**src/rtl/ibex_pext_mult_seq.sv**
```systemverilog
// rtl/ibex_pext_mult_seq.sv - P-extension SIMD multiplier pass sequencer; rounding enabled by IBEX_PEXT_MULT_ROUND_EN
module ibex_pext_mult_seq (
  input  logic        clk_i,
  input  logic        rst_i,
  input  logic        req_valid_i,
  output logic        req_ready_o,
  input  logic [1:0]  op_mode_i,
  input  logic        op_crossed_i,
  input  logic        op_accum_i,
  input  logic        op_sub_i,
  input  logic        op_round_i,
  input  logic [31:0] rd_val_i,
  input  logic        kill_i,
  output logic        mult_en_o,
  output logic [1:0]  mult_quadrant_o,
  input  logic [47:0] mult_prod_i,
  input  logic        mult_sat_i,
  output logic        res_valid_o,
  input  logic        res_ready_i,
  output logic [31:0] result_o,
  output logic        ov_o
);

  typedef enum logic [2:0] {IDLE, LOWER, UPPER, ACCUM, DONE} state_e;

  state_e      state_q, state_d;
  logic [1:0]  mode_q;
  logic        crossed_q, accum_q, sub_q;
  logic [31:0] rd_q, result_q;
  logic [47:0] prod_lo_q;
  logic        sat_q;
  logic        accept;
  logic [47:0] lo_src, sum_hi, sum_mid;
  logic [31:0] res_raw, acc_res;
  logic [32:0] acc_sum;
  logic        acc_ov;
  logic [31:0] unused_low;

  assign accept = (state_q == IDLE) && req_valid_i && !kill_i;

  // In UPPER the low pass is already registered and the port carries the high pass.
  assign lo_src = (state_q == UPPER) ? prod_lo_q : mult_prod_i;

  // sum_hi is bits [63:16] of sext(lo) + (sext(hi) << 16); the low 16 bits pass through untouched.
`ifdef IBEX_PEXT_MULT_ROUND_EN
  logic round_q;
  assign sum_hi  = {{16{lo_src[47]}}, lo_src[47:16]} + mult_prod_i + {32'b0, round_q, 15'b0};
  assign sum_mid = lo_src + {32'b0, round_q, 15'b0};
`else
  logic unused_round;
  assign unused_round = op_round_i;
  assign sum_hi  = {{16{lo_src[47]}}, lo_src[47:16]} + mult_prod_i;
  assign sum_mid = lo_src;
`endif

  assign unused_low = {sum_hi[15:0], sum_mid[15:0]};

  // Merge partial products into the 32-bit result slice for the registered mode.
  always_comb begin
    res_raw = lo_src[31:0];
    case (mode_q)
      2'b11:   res_raw = sum_hi[47:16];
      2'b10:   res_raw = sum_mid[47:16];
      default: res_raw = lo_src[31:0];
    endcase
  end

  // Saturating accumulate of the registered raw result into rd.
  always_comb begin
    acc_sum = sub_q ? ({rd_q[31], rd_q} - {result_q[31], result_q})
                    : ({rd_q[31], rd_q} + {result_q[31], result_q});
    acc_ov  = acc_sum[32] ^ acc_sum[31];
    acc_res = acc_ov ? (acc_sum[32] ? 32'h8000_0000 : 32'h7FFF_FFFF) : acc_sum[31:0];
  end

  // Next-state and pass-control outputs; kill overrides every busy state.
  always_comb begin
    state_d         = state_q;
    req_ready_o     = 1'b0;
    mult_en_o       = 1'b0;
    mult_quadrant_o = 2'b00;
    res_valid_o     = 1'b0;
    unique case (state_q)
      IDLE: begin
        req_ready_o = !kill_i;
        if (accept) state_d = LOWER;
      end
      LOWER: begin
        mult_en_o = 1'b1;
        case (mode_q)
          2'b00:   mult_quadrant_o = 2'b00;
          2'b01:   mult_quadrant_o = crossed_q ? 2'b11 : 2'b00;
          2'b10:   mult_quadrant_o = crossed_q ? 2'b01 : 2'b10;
          default: mult_quadrant_o = 2'b10;
        endcase
        if (mode_q == 2'b11) state_d = UPPER;
        else if (accum_q)    state_d = ACCUM;
        else                 state_d = DONE;
      end
      UPPER: begin
        mult_en_o       = 1'b1;
        mult_quadrant_o = 2'b01;
        state_d         = accum_q ? ACCUM : DONE;
      end
      ACCUM: state_d = DONE;
      DONE: begin
        res_valid_o = 1'b1;
        if (res_ready_i) state_d = IDLE;
      end
      default: state_d = IDLE;
    endcase
    if (kill_i && (state_q != IDLE)) state_d = IDLE;
  end

  // State, captured operands, partial product, result and sticky saturation.
  always_ff @(posedge clk_i) begin
    if (rst_i) begin
      state_q   <= IDLE;
      mode_q    <= 2'b00;
      crossed_q <= 1'b0;
      accum_q   <= 1'b0;
      sub_q     <= 1'b0;
      rd_q      <= '0;
      prod_lo_q <= '0;
      result_q  <= '0;
      sat_q     <= 1'b0;
`ifdef IBEX_PEXT_MULT_ROUND_EN
      round_q   <= 1'b0;
`endif
    end else begin
      state_q <= state_d;
      if (accept) begin
        mode_q    <= op_mode_i;
        crossed_q <= op_crossed_i;
        accum_q   <= op_accum_i;
        sub_q     <= op_sub_i & op_accum_i;
        rd_q      <= rd_val_i;
        sat_q     <= 1'b0;
`ifdef IBEX_PEXT_MULT_ROUND_EN
        round_q   <= op_round_i;
`endif
      end else if (kill_i && (state_q != IDLE)) begin
        sat_q <= 1'b0;
      end else begin
        case (state_q)
          LOWER: begin
            prod_lo_q <= mult_prod_i;
            sat_q     <= sat_q | mult_sat_i;
            if (mode_q != 2'b11) result_q <= res_raw;
          end
          UPPER: begin
            sat_q    <= sat_q | mult_sat_i;
            result_q <= res_raw;
          end
          ACCUM: begin
            sat_q    <= sat_q | acc_ov;
            result_q <= acc_res;
          end
          default: ;
        endcase
      end
    end
  end

  assign result_o = result_q;
  assign ov_o     = sat_q;

endmodule

```
**config.mk**
```make
export PLATFORM = sky130hd
export DESIGN_NAME = ibex_pext_mult_seq
export DESIGN_NICKNAME = d
export VERILOG_FILES = /design/src/rtl/ibex_pext_mult_seq.sv
export SDC_FILE = /design/constraint.sdc
export NUM_CORES = 1
export LEC_CHECK = 0
export ABC_CLOCK_PERIOD_IN_PS = 5290
export CORE_MARGIN = 2
export CORE_UTILIZATION = 39
export DETAILED_ROUTE_END_ITERATION = 16
export PLACE_DENSITY = 0.6
export SLEW_MARGIN = 10
export SYNTH_ARGS = -nofsm -noshare
export SYNTH_HDL_FRONTEND = slang
export SYNTH_SLANG_ARGS = --single-unit
export TNS_END_PERCENT = 20
```
**constraint.sdc**
```tcl
create_clock -name clk_i -period 5.29 [get_ports clk_i]
set_input_delay 1.058 -clock clk_i [delete_from_list [all_inputs] [get_ports clk_i]]
set_output_delay 1.058 -clock clk_i [all_outputs]
set_load 0.01 [all_outputs]
```
-- After elaboration in Yosys (flattened, before gate mapping)
Index checks and enable logic that the tools add are counted.
- register bits after elaboration: 121
- input port bits: 92
- output and inout bits: 38
- add/subtract/negate cells: 3
- equality and inequality tests: 11
- mux-type cells: 20
- bitwise logic cells: 6
- reductions and logical operators: 15
- operators with widths (cell ; number):
    two-way mux 32 bit ; 3
    case mux 32 bit (3 select lines) ; 1
    case mux 32 bit (2 select lines) ; 1
    adder 48 bit ; 1
    two-way mux 48 bit ; 1
    adder 32 x 32 -> 33 bit ; 1
    two-way mux 33 bit ; 1
    subtractor 32 x 32 -> 33 bit ; 1
    case mux 3 bit (5 select lines) ; 1
    two-way mux 3 bit ; 4
    != test 2 bit, second input constant ; 4
    equality test 3 x 2 -> 1 bit, second input constant ; 2
    case mux 2 bit (3 select lines) ; 1
    nonzero test 3 bit ; 2
    equality test 2 bit, second input constant ; 2
    two-way mux 2 bit ; 2
    case mux 2 bit (2 select lines) ; 1
    AND reduction 4 bit ; 1
    OR reduction 2 bit ; 2
    equality test 3 x 1 -> 1 bit, second input constant ; 1
    equality test 3 bit, second input constant ; 1
    logical AND 1 bit ; 3
    zero test 3 bit ; 1
    two-way mux 1 bit ; 3
    12 further kinds ; 14

-- Depth between registers and ports, before layout
Gate-level depths: netlist of run 1.
- word-level depth: 6
- gate-level depth with buffers: 21
- mapped depth without buffers: 19

-- Worst setup path after synthesis of run 1
No wires, ideal clock.
- path type: register -> register
- start: reg result_q[11] (netlist: result_o[11])
- end: reg result_q[0] (netlist: result_o[0])
- setup time: 70 ps
- arrival: 4307 ps
- required time: 5220 ps
- setup slack: 913 ps
- stages on the path, launching flop included: 20
- path buffers: 3
- period minus slack after synthesis: 4377 ps
- path through: dfxtp_1 or4_1 nor3_2 and3_1 nand3_1 o21ai_0 xor2_1 ha_1 clkbuf_1 a21oi_1 o21ai_0 or2_2 a2111oi_0 nor2_1 xnor2_1 o21ai_2 buf_2 buf_2 o221ai_1 a21oi_1
- cells in the longest elaborated chain, start to end: 5
- elaborated cells on any way between the ends: 7
- those cells by class: add/sub: 2; mux: 4; bitwise: 1
- ends and longest elaborated chain (element ; RTL line ; RTL):
    from (decl) ; 29 ; logic [31:0] rd_q, result_q;
    from (signal assigned) ; 149 ; if (mode_q != 2'b11) result_q <= res_raw;
    from (signal assigned) ; 153 ; result_q <= res_raw;
    from (signal assigned) ; 157 ; result_q <= acc_res;
    adder 32 x 32 -> 33 bit / subtractor 32 x 32 -> 33 bit (equally long branches) ; 71, 70 ;
    two-way mux 33 bit (*) ; 70 ; acc_sum = sub_q ? ({rd_q[31], rd_q} - {result_q[31], result_q})
    two-way mux 32 bit / XOR 1 bit (equally long branches) ; 73, 72 ;
    two-way mux 32 bit (*) ; 73 ; acc_res = acc_ov ? (acc_sum[32] ? 32'h8000_0000 : 32'h7FFF_FFFF) : acc_sum[31:0];
    case mux 32 bit (3 select lines) (*) ; 145 ; case (state_q)
Mark *: on every way between the ends. The rest lies on a longest branch, timed or not.
A chain may end at the register's enable or synchronous reset.

-- Worst setup path after layout of run 1
- start: reg state_q[0]
- end: reg result_q[9] (netlist: result_o[9])
- cells in the longest elaborated chain, start to end: 6
- elaborated cells on any way between the ends: 18
- those cells by class: add/sub: 1; eq/ne: 4; mux: 4; bitwise: 2; reduce/logical: 7
- ends and longest elaborated chain (element ; RTL line ; RTL):
    from (decl) ; 26 ; state_e state_q, state_d;
    from (signal assigned) ; 131 ; state_q <= state_d;
    equality test 3 x 2 -> 1 bit ; 42, 145 ;
    two-way mux 48 bit ; 42 ; assign lo_src = (state_q == UPPER) ? prod_lo_q : mult_prod_i;
    adder 48 bit ; 52 ; assign sum_hi = {{16{lo_src[47]}}, lo_src[47:16]} + mult_prod_i;
    case mux 32 bit (2 select lines) ; 61 ; case (mode_q)
    two-way mux 32 bit ; 149 ;
    case mux 32 bit (3 select lines) ; 145 ;
Parallel ways exist; a longest one is shown, timed or not. The select of a mux whose other input is x is not followed.

==> results of run 1 <==
[final cells by class]
class / count / share of cell area [%]
Multi-Input combinational cell: 1326 / 59.67
Tap cell: 378 / 3.552
Inverter: 31 / 0.8739
Sequential cell: 121 / 18.19
Clock buffer: 17 / 3.195
Clock inverter: 15 / 1.494
Timing Repair Buffer: 187 / 13.02
[how the worst min path moves through the flow]
stage | from | to | slack (ns) | cells after the start
after floorplan | prod_lo_q[16]$_SDFFE_PP0P_ | prod_lo_q[16]$_SDFFE_PP0P_ | 0.43 | 2
after global placement | prod_lo_q[27]$_SDFFE_PP0P_ | prod_lo_q[27]$_SDFFE_PP0P_ | 0.44 | 2
after detailed placement | prod_lo_q[27]$_SDFFE_PP0P_ | prod_lo_q[27]$_SDFFE_PP0P_ | 0.45 | 2
after CTS | prod_lo_q[42]$_SDFFE_PP0P_ | prod_lo_q[42]$_SDFFE_PP0P_ | 0.46 | 2
after global routing | prod_lo_q[39]$_SDFFE_PP0P_ | prod_lo_q[39]$_SDFFE_PP0P_ | 0.47 | 2
final | prod_lo_q[14]$_SDFFE_PP0P_ | prod_lo_q[14]$_SDFFE_PP0P_ | 0.46 | 2
[cells in the mapped netlist, drive strengths merged (3+ instances only)]
cell,number
a2111oi,8
a211o,9
a211oi,12
a21boi,5
a21o,43
a21oi,238
a221oi,3
a311o,3
a311oi,7
a31oi,28
a32o,3
a41oi,3
and2,7
and3,14
and4,4
buf,20
clkbuf,80
dfxtp,121
ha,79
inv,30
mux2i,11
nand2,373
nand2b,19
nand3,14
nand4,25
nor2,87
nor2b,7
nor3,27
nor3b,5
nor4,19
o2111ai,4
o211ai,12
o21a,9
o21ai,81
o21bai,9
o221ai,5
o22ai,11
o31a,4
o31ai,6
or2,5
or3,5
xnor2,57
xor2,29
[metal layers]
metal | part of all wire, % | GRT usage [%] | routed length (um)
met1 | 46 | 36.82 | 18520
met3 | 5.3 | 4.210 | 2105
met2 | 46 | 44.59 | 18240
met4 | 2.7 | 8.361 | 1065
met5 | 0 | 0 | 0
[layout by cell type, fill, tap and decap left out, drive strengths merged, types with 5 or more instances in the layout]
cell type	n
nand4	25
nand2	373
a211o	9
o21bai	9
o21ai	81
inv	39
nor3	27
clkinv	5
mux2i	11
and2	7
o221ai	5
nor2b	7
a2111oi	8
ha	79
a21o	43
nor2	87
o21a	9
nor3b	5
o22ai	11
o31ai	6
a21oi	238
and3	14
a311oi	7
nand2b	19
or2	5
a211oi	12
o211ai	12
xor2	29
clkdlybuf4s50	127
a21boi	5
buf	60
nand3	14
or3	5
nor4	19
dfxtp	121
clkbuf	17
xnor2	57
a31oi	28
[registers in the layout, summed over array words and instances, names as in the netlist]
name	flops
mode_q	2
result_o	32
sub_q	1
accum_q	1
ov_o	1
prod_lo_q	48
crossed_q	1
state_q	3
rd_q	32
[kinds of logic after synthesis]
kind of cell | Yosys count
flops | 121
mux | 12
buf+inv | 131
compound gates | 525
xor+xnor | 86
simple gates | 623
fa+ha+maj | 80
[worst register-to-register path: stages, from the launching register on]
cell,delay (ns)
dfxtp_1,0.31
or3b_2,0.79
buf_4,0.31
nand2_1,0.07
nand2_1,0.23
ha_1,0.43
a21o_1,0.23
a311oi_1,0.31
o221ai_1,0.26
or3_4,0.43
nand2_1,0.10
o21ai_0,0.11
xnor2_1,0.17
a2111oi_0,0.63
buf_4,0.21
a21oi_1,0.04
o32ai_1,0.14
[through the flow]
stage          instances  util (%)  area [um2]  setup slack, ns
2_1_floorplan       1578         -       10830           0.9126
3_3_place_gp        2043     45.97       12660           0.2508
3_5_place_dp        2043     45.97       12660           0.2556
4_1_cts             2075     48.23       13290           0.2167
5_1_grt             2075     48.33       13320          0.07551
6_report            2075     48.33       13320           0.4394
[timing repair]
action | CTS | global route
setup endpoints to repair | 0 | 32
hold endpoints to repair | 0 | 0
gates resized for setup | 0 | 5
[where the power goes]
part	switching, mW	leakage [nW]	internal (mW)
Sequential	0.0254	0.981	0.939
Clock	0.552	0.307	0.724
Combinational	0.891	4.05	0.608
Total	1.47	5.34	2.27
==> flow_summary.yaml, run 1 <==
status:
  status: "finished, final reports clean"
sta:
  worstMarginPinSlew_ns: 0.8074
  finalSetupViolCount: 0
  max_freq_mhz: 206.2
  period_needed_ns: 4.851
  final.setup_skew_ns: 0.01512
  min_period_over_period_pct: 91.69
  rsz0062_at_grt: "no"
  hold_viol: 0
  relSlewSlack_pct: 46.17
  fin_hold_ws_ns: 0.4563
  slew_viol_final: 0
  setup-tns-final_ns: 0
setup_path:
  crit_fanout: 26
  crit_buf_inv: 2
  crit_end: "result_o[9]$_SDFFE_PP0P_"
  r2r-start: "state_q[0]$_SDFFE_PP0P_"
  critPathCaptureType: "flip-flop"
  cp-start-kind: "flip-flop"
  cp_num_cells: 16
  crit_arrival_ns: 5.18
  critPathMostFrequentCell: "nand2_1"
  max_stage_delay_ns: 0.79
  r2r-end: "result_o[9]$_SDFFE_PP0P_"
  slowest_stage: "or3b_2"
  path_delay_family: "compound AO/OA/AOI/OAI gates"
  rr_worst_depth: 16
  cp-startpoint: "state_q[0]$_SDFFE_PP0P_"
  crit_chain: "or3b_2 > buf_4 > nand2_1 > nand2_1 > ha_1 > a21o_1 > a311oi_1 > o221ai_1 > or3_4 > nand2_1 > o21ai_0 > xnor2_1 > a2111oi_0 > buf_4 > a21oi_1 > o32ai_1"
  crit_required_ns: 5.62
  r2r_slack_ns: 0.44
  worstSetupPathType: "reg -> reg"
global_route:
  grt_pass1_vias: 11072
  grt_max_degree: 67
  grt_pass1_wl_um: 61860
  grt_util_all_layers_pct: 27.25
  antenna_found_initial: 0
  overflow: 0
yosys:
  synth_adder_area_share_pct: 9.308
  synth.cell_area_um2: 10830
  ys_async_sr_fraction_pct: 0
  ys_warn_count: 0
  synth_fp_nets: 1750
  synthTopCellsByArea: "dfxtp_1 22%, nand2_1 13%, a21oi_1 11%, ha_1 9.1%, xnor2_1 4.6%"
  netlist-cell-type-count: 83
  synth_top_family_by_area: "compound AO/OA/AOI/OAI gates"
  avgSynthCellArea_um2: 6.866
  synth_compound_gate_area_share_pct: 30.17
  synth-xor-area-share_pct: 6.952
  synth_ff_type: "dfxtp_1"
  yosys.area.top_type_share_pct: 22.36
  ys_seq_area_share_pct: 22.36
  synth_seq_cells: 121
  syn_inst: 1578
  synth-simple-area-share_pct: 25.41
  muxShareOfSynthArea_pct: 1.120
  synth_top_area_cell: "dfxtp_1"
  synth-edff-count: 0
cts:
  clk-insertion-delay-late_ns: 0.44
  holdBufCountCts: 0
  path_clk_slew_ns: 0.07
  cts_buffers: 17
  cts_tree: "built"
  cts.htree.levels: 4
  clk_path_buf_depth: 2
  clockRootBuffer: "clkbuf_16"
  post-cts-setup-buffers: 0
  clock_sinks: 121
placement:
  numPortBuffers: 128
  dp_hpwl_um: 31190
  routabilityCongestion: 0.9507
drt:
  ant_nets: 0
  remaining_drc_errors: 0
  vias_per_cell: 5.607
  vias: 11635
  firstDrtPassIters: 5
  wl_um: 39940
  wl_per_cell_um: 19.25
  drtIter0Drc: 823
floorplan:
  pin_count: 130
  initial_utilization_pct: 39.32
  fp.dieH_um: 170.7
  die_w_um: 170.7
  coreArea_um2: 27550
  dieArea_um2: 29130
  core.rowCount: 61
power:
  vdd.ir_drop.worst_uv: 196.4
  total_power_mw: 3.739
  leakagePower_nw: 5.338
  p_per_area_nw_per_um2: 280.8
cells_and_area:
  drive_above_1_share_pct: 7.248
  fill_cells: 2897
  antenna_cells: 0
  seqCellArea_um2: 2422
  area_growth_pct: 22.90
  fin_nets: 1856
  multi_input_area_um2: 7945
run:
  maxCapViolations: 0
worst_hold_path:
  min_path_type: "reg -> reg"
(Power assumes the default switching activity.)
==> inputs of run 2 (changes only) <==
--- a/config.mk
+++ b/config.mk
@@ -5,7 +5,7 @@
 export SDC_FILE = /design/constraint.sdc
 export NUM_CORES = 1
 export LEC_CHECK = 0
-export ABC_CLOCK_PERIOD_IN_PS = 5290
+export ABC_CLOCK_PERIOD_IN_PS = 5000
 export CORE_MARGIN = 2
 export CORE_UTILIZATION = 39
 export DETAILED_ROUTE_END_ITERATION = 16
==> constraint.sdc (replaced) <==
create_clock -name clk_i -period 5 [get_ports clk_i]
set_input_delay 1 -clock clk_i [delete_from_list [all_inputs] [get_ports clk_i]]
set_output_delay 1 -clock clk_i [all_outputs]
set_load 0.01 [all_outputs]
==> run 2 against run 1 <==
Compared with the run above:
- total power up 4.4%
- critical path depth up 2
- worst setup slack worse by 0.17 ns
- cell count up 1.6%
- global-route usage up 0.16 points
- count of clock-buffer cells in the layout unchanged
- clock skew up 0.0034 ns
- design area up 1.6%
==> flow_summary.yaml, run 2 (synthesis results as in run 1) <==
placement:
  post-place-ws_ns: 0.09260
  numPortBuffers: 128
  routabilityCongestion: 0.9445
  dp_hpwl_um: 31210
cells_and_area:
  largest_register_ffs: 48
  layout_commonest_cell: "nand2_1"
  area_growth_pct: 24.89
  fin_nets: 1889
  drive_above_1_share_pct: 9.075
  antenna_cells: 0
  fill_cells: 2872
  regMostFlops: "prod_lo_q"
  final_cell_mix: "373 x nand2_1, 234 x a21oi_1, 127 x clkdlybuf4s50_1"
floorplan:
  initial_utilization_pct: 39.32
  fp.dieH_um: 170.7
  pin_count: 130
  core.rowCount: 61
  dieArea_um2: 29130
  die_w_um: 170.7
  coreArea_um2: 27550
drt:
  firstDrtPassIters: 7
  wl_per_cell_um: 18.98
  wl_um: 40020
  vias: 11934
  drtIter0Drc: 881
  vias_per_cell: 5.661
  ant_nets: 0
  remaining_drc_errors: 0
worst_hold_path:
  min_path_cells: 2
  min_path_type: "reg -> reg"
sta:
  rsz0062_at_grt: "yes"
  hold_viol: 0
  timing.final.ws_setup_ns: 0.2678
  min_period_over_period_pct: 94.64
  max_freq_mhz: 211.3
  finalSetupViolCount: 0
  worstMarginPinSlew_ns: 0.8052
  final.setup_skew_ns: 0.01851
  setup-tns-final_ns: 0
  relSlewSlack_pct: 46.32
  slew_viol_final: 0
  period_needed_ns: 4.732
status:
  status: "finished, final reports clean"
setup_path:
  crit_arrival_ns: 5.00
  worstSetupPathType: "reg -> reg"
  critPathCaptureType: "flip-flop"
  crit_fanout: 24
  cp-start-kind: "flip-flop"
  rr_worst_depth: 18
  crit_required_ns: 5.27
cts:
  cts.htree.levels: 4
  cts_buffers: 17
  clock_sinks: 121
  clk-insertion-delay-late_ns: 0.44
  clk_path_buf_depth: 2
  cts_tree: "built"
  path_clk_slew_ns: 0.06
  clockRootBuffer: "clkbuf_16"
global_route:
  antenna_found_initial: 0
  grt_util_all_layers_pct: 27.41
  overflow: 0
  grt_pass1_vias: 11139
  grt_max_degree: 58
  grt_pass1_wl_um: 62290
power:
  vdd.ir_drop.worst_uv: 183.4
  p_per_area_nw_per_um2: 288.4
  leakagePower_nw: 5.474
run:
  maxCapViolations: 0
-- run 2: cell types whose count changed in the layout (fill, tap and decap cells not counted), sizes merged --
cell and delta:
clkinvlp +2, buf +33, inv +1, clkinv -2
bufinv -1
-- run 2: what timing repair did --
item	in CTS	in global routing
resized for setup	0	10
buffers inserted	0	1
hold buffers	0	0
endpoints found under the setup margin	0	32
-- run 2: worst paths after layout --
kind | startpoint | slack, ns | to
setup / recovery | result_o[11]$_SDFFE_PP0P_ | 0.27 | result_o[18]$_SDFFE_PP0P_
hold / removal | prod_lo_q[11]$_SDFFE_PP0P_ | 0.46 | prod_lo_q[11]$_SDFFE_PP0P_
setup reg to reg | result_o[11]$_SDFFE_PP0P_ | 0.27 | result_o[18]$_SDFFE_PP0P_
hold reg to reg | prod_lo_q[11]$_SDFFE_PP0P_ | 0.46 | prod_lo_q[11]$_SDFFE_PP0P_
-- run 2: stage by stage --
stage / util, % / hold WS (ns) / total power, mW / area (um2) / std cells
after floorplan: - / 0.4319 / 2.085 / 10830 / 1578
after global placement: 46.84 / 0.4412 / 2.619 / 12900 / 2075
after detailed placement: 46.84 / 0.4465 / 2.612 / 12900 / 2075
after CTS: 48.94 / 0.4549 / 3.898 / 13480 / 2107
after global routing: 49.11 / 0.4723 / 4.118 / 13530 / 2108
final: 49.11 / 0.4555 / 3.902 / 13530 / 2108
-- run 2: report_power, final --
group	switching (mW)	total [mW]	internal [mW]	leakage, nW
clock	0.561	1.27	0.705	0.282
combinational	0.947	1.62	0.671	4.21
sequential	0.0240	1.02	0.994	0.981
-- run 2: final cells by class --
class | count | area, um2 | area share (%)
timing repair buffer | 220 | 1986 | 14.68
inverter | 31 | 116.4 | 0.8600
clock inverter | 15 | 153.9 | 1.137
tap | 378 | 473.0 | 3.495
multi-input combinational | 1326 | 7954 | 58.78
clock buffer | 17 | 425.4 | 3.144
sequential | 121 | 2422 | 17.90
-- run 2: per-layer routing --
metal | vias to the layer above | part of all wire (%) | GRT usage (%)
met5 | - | 0 | 0
met4 | 0 | 2.9 | 9.216
met3 | 70 | 5.2 | 3.354
met2 | 382 | 45 | 44.75
met1 | 5546 | 47 | 37.36
li1 | 5936 | - | -
-- run 2: critical path, cell delays in order (launching register included) --
cell,delay (ns)
dfxtp_1,0.31
or4_1,0.59
nor3_4,0.22
and3_1,0.24
nand3_1,0.18
o41ai_1,0.35
xor2_1,0.19
ha_1,0.29
a21oi_1,0.14
o21ai_0,0.12
or2_2,0.33
a2111oi_0,0.38
nor2_1,0.14
xnor2_2,0.23
nand2_1,0.18
buf_12,0.21
a21oi_1,0.22
a211o_1,0.14
o311ai_0,0.11
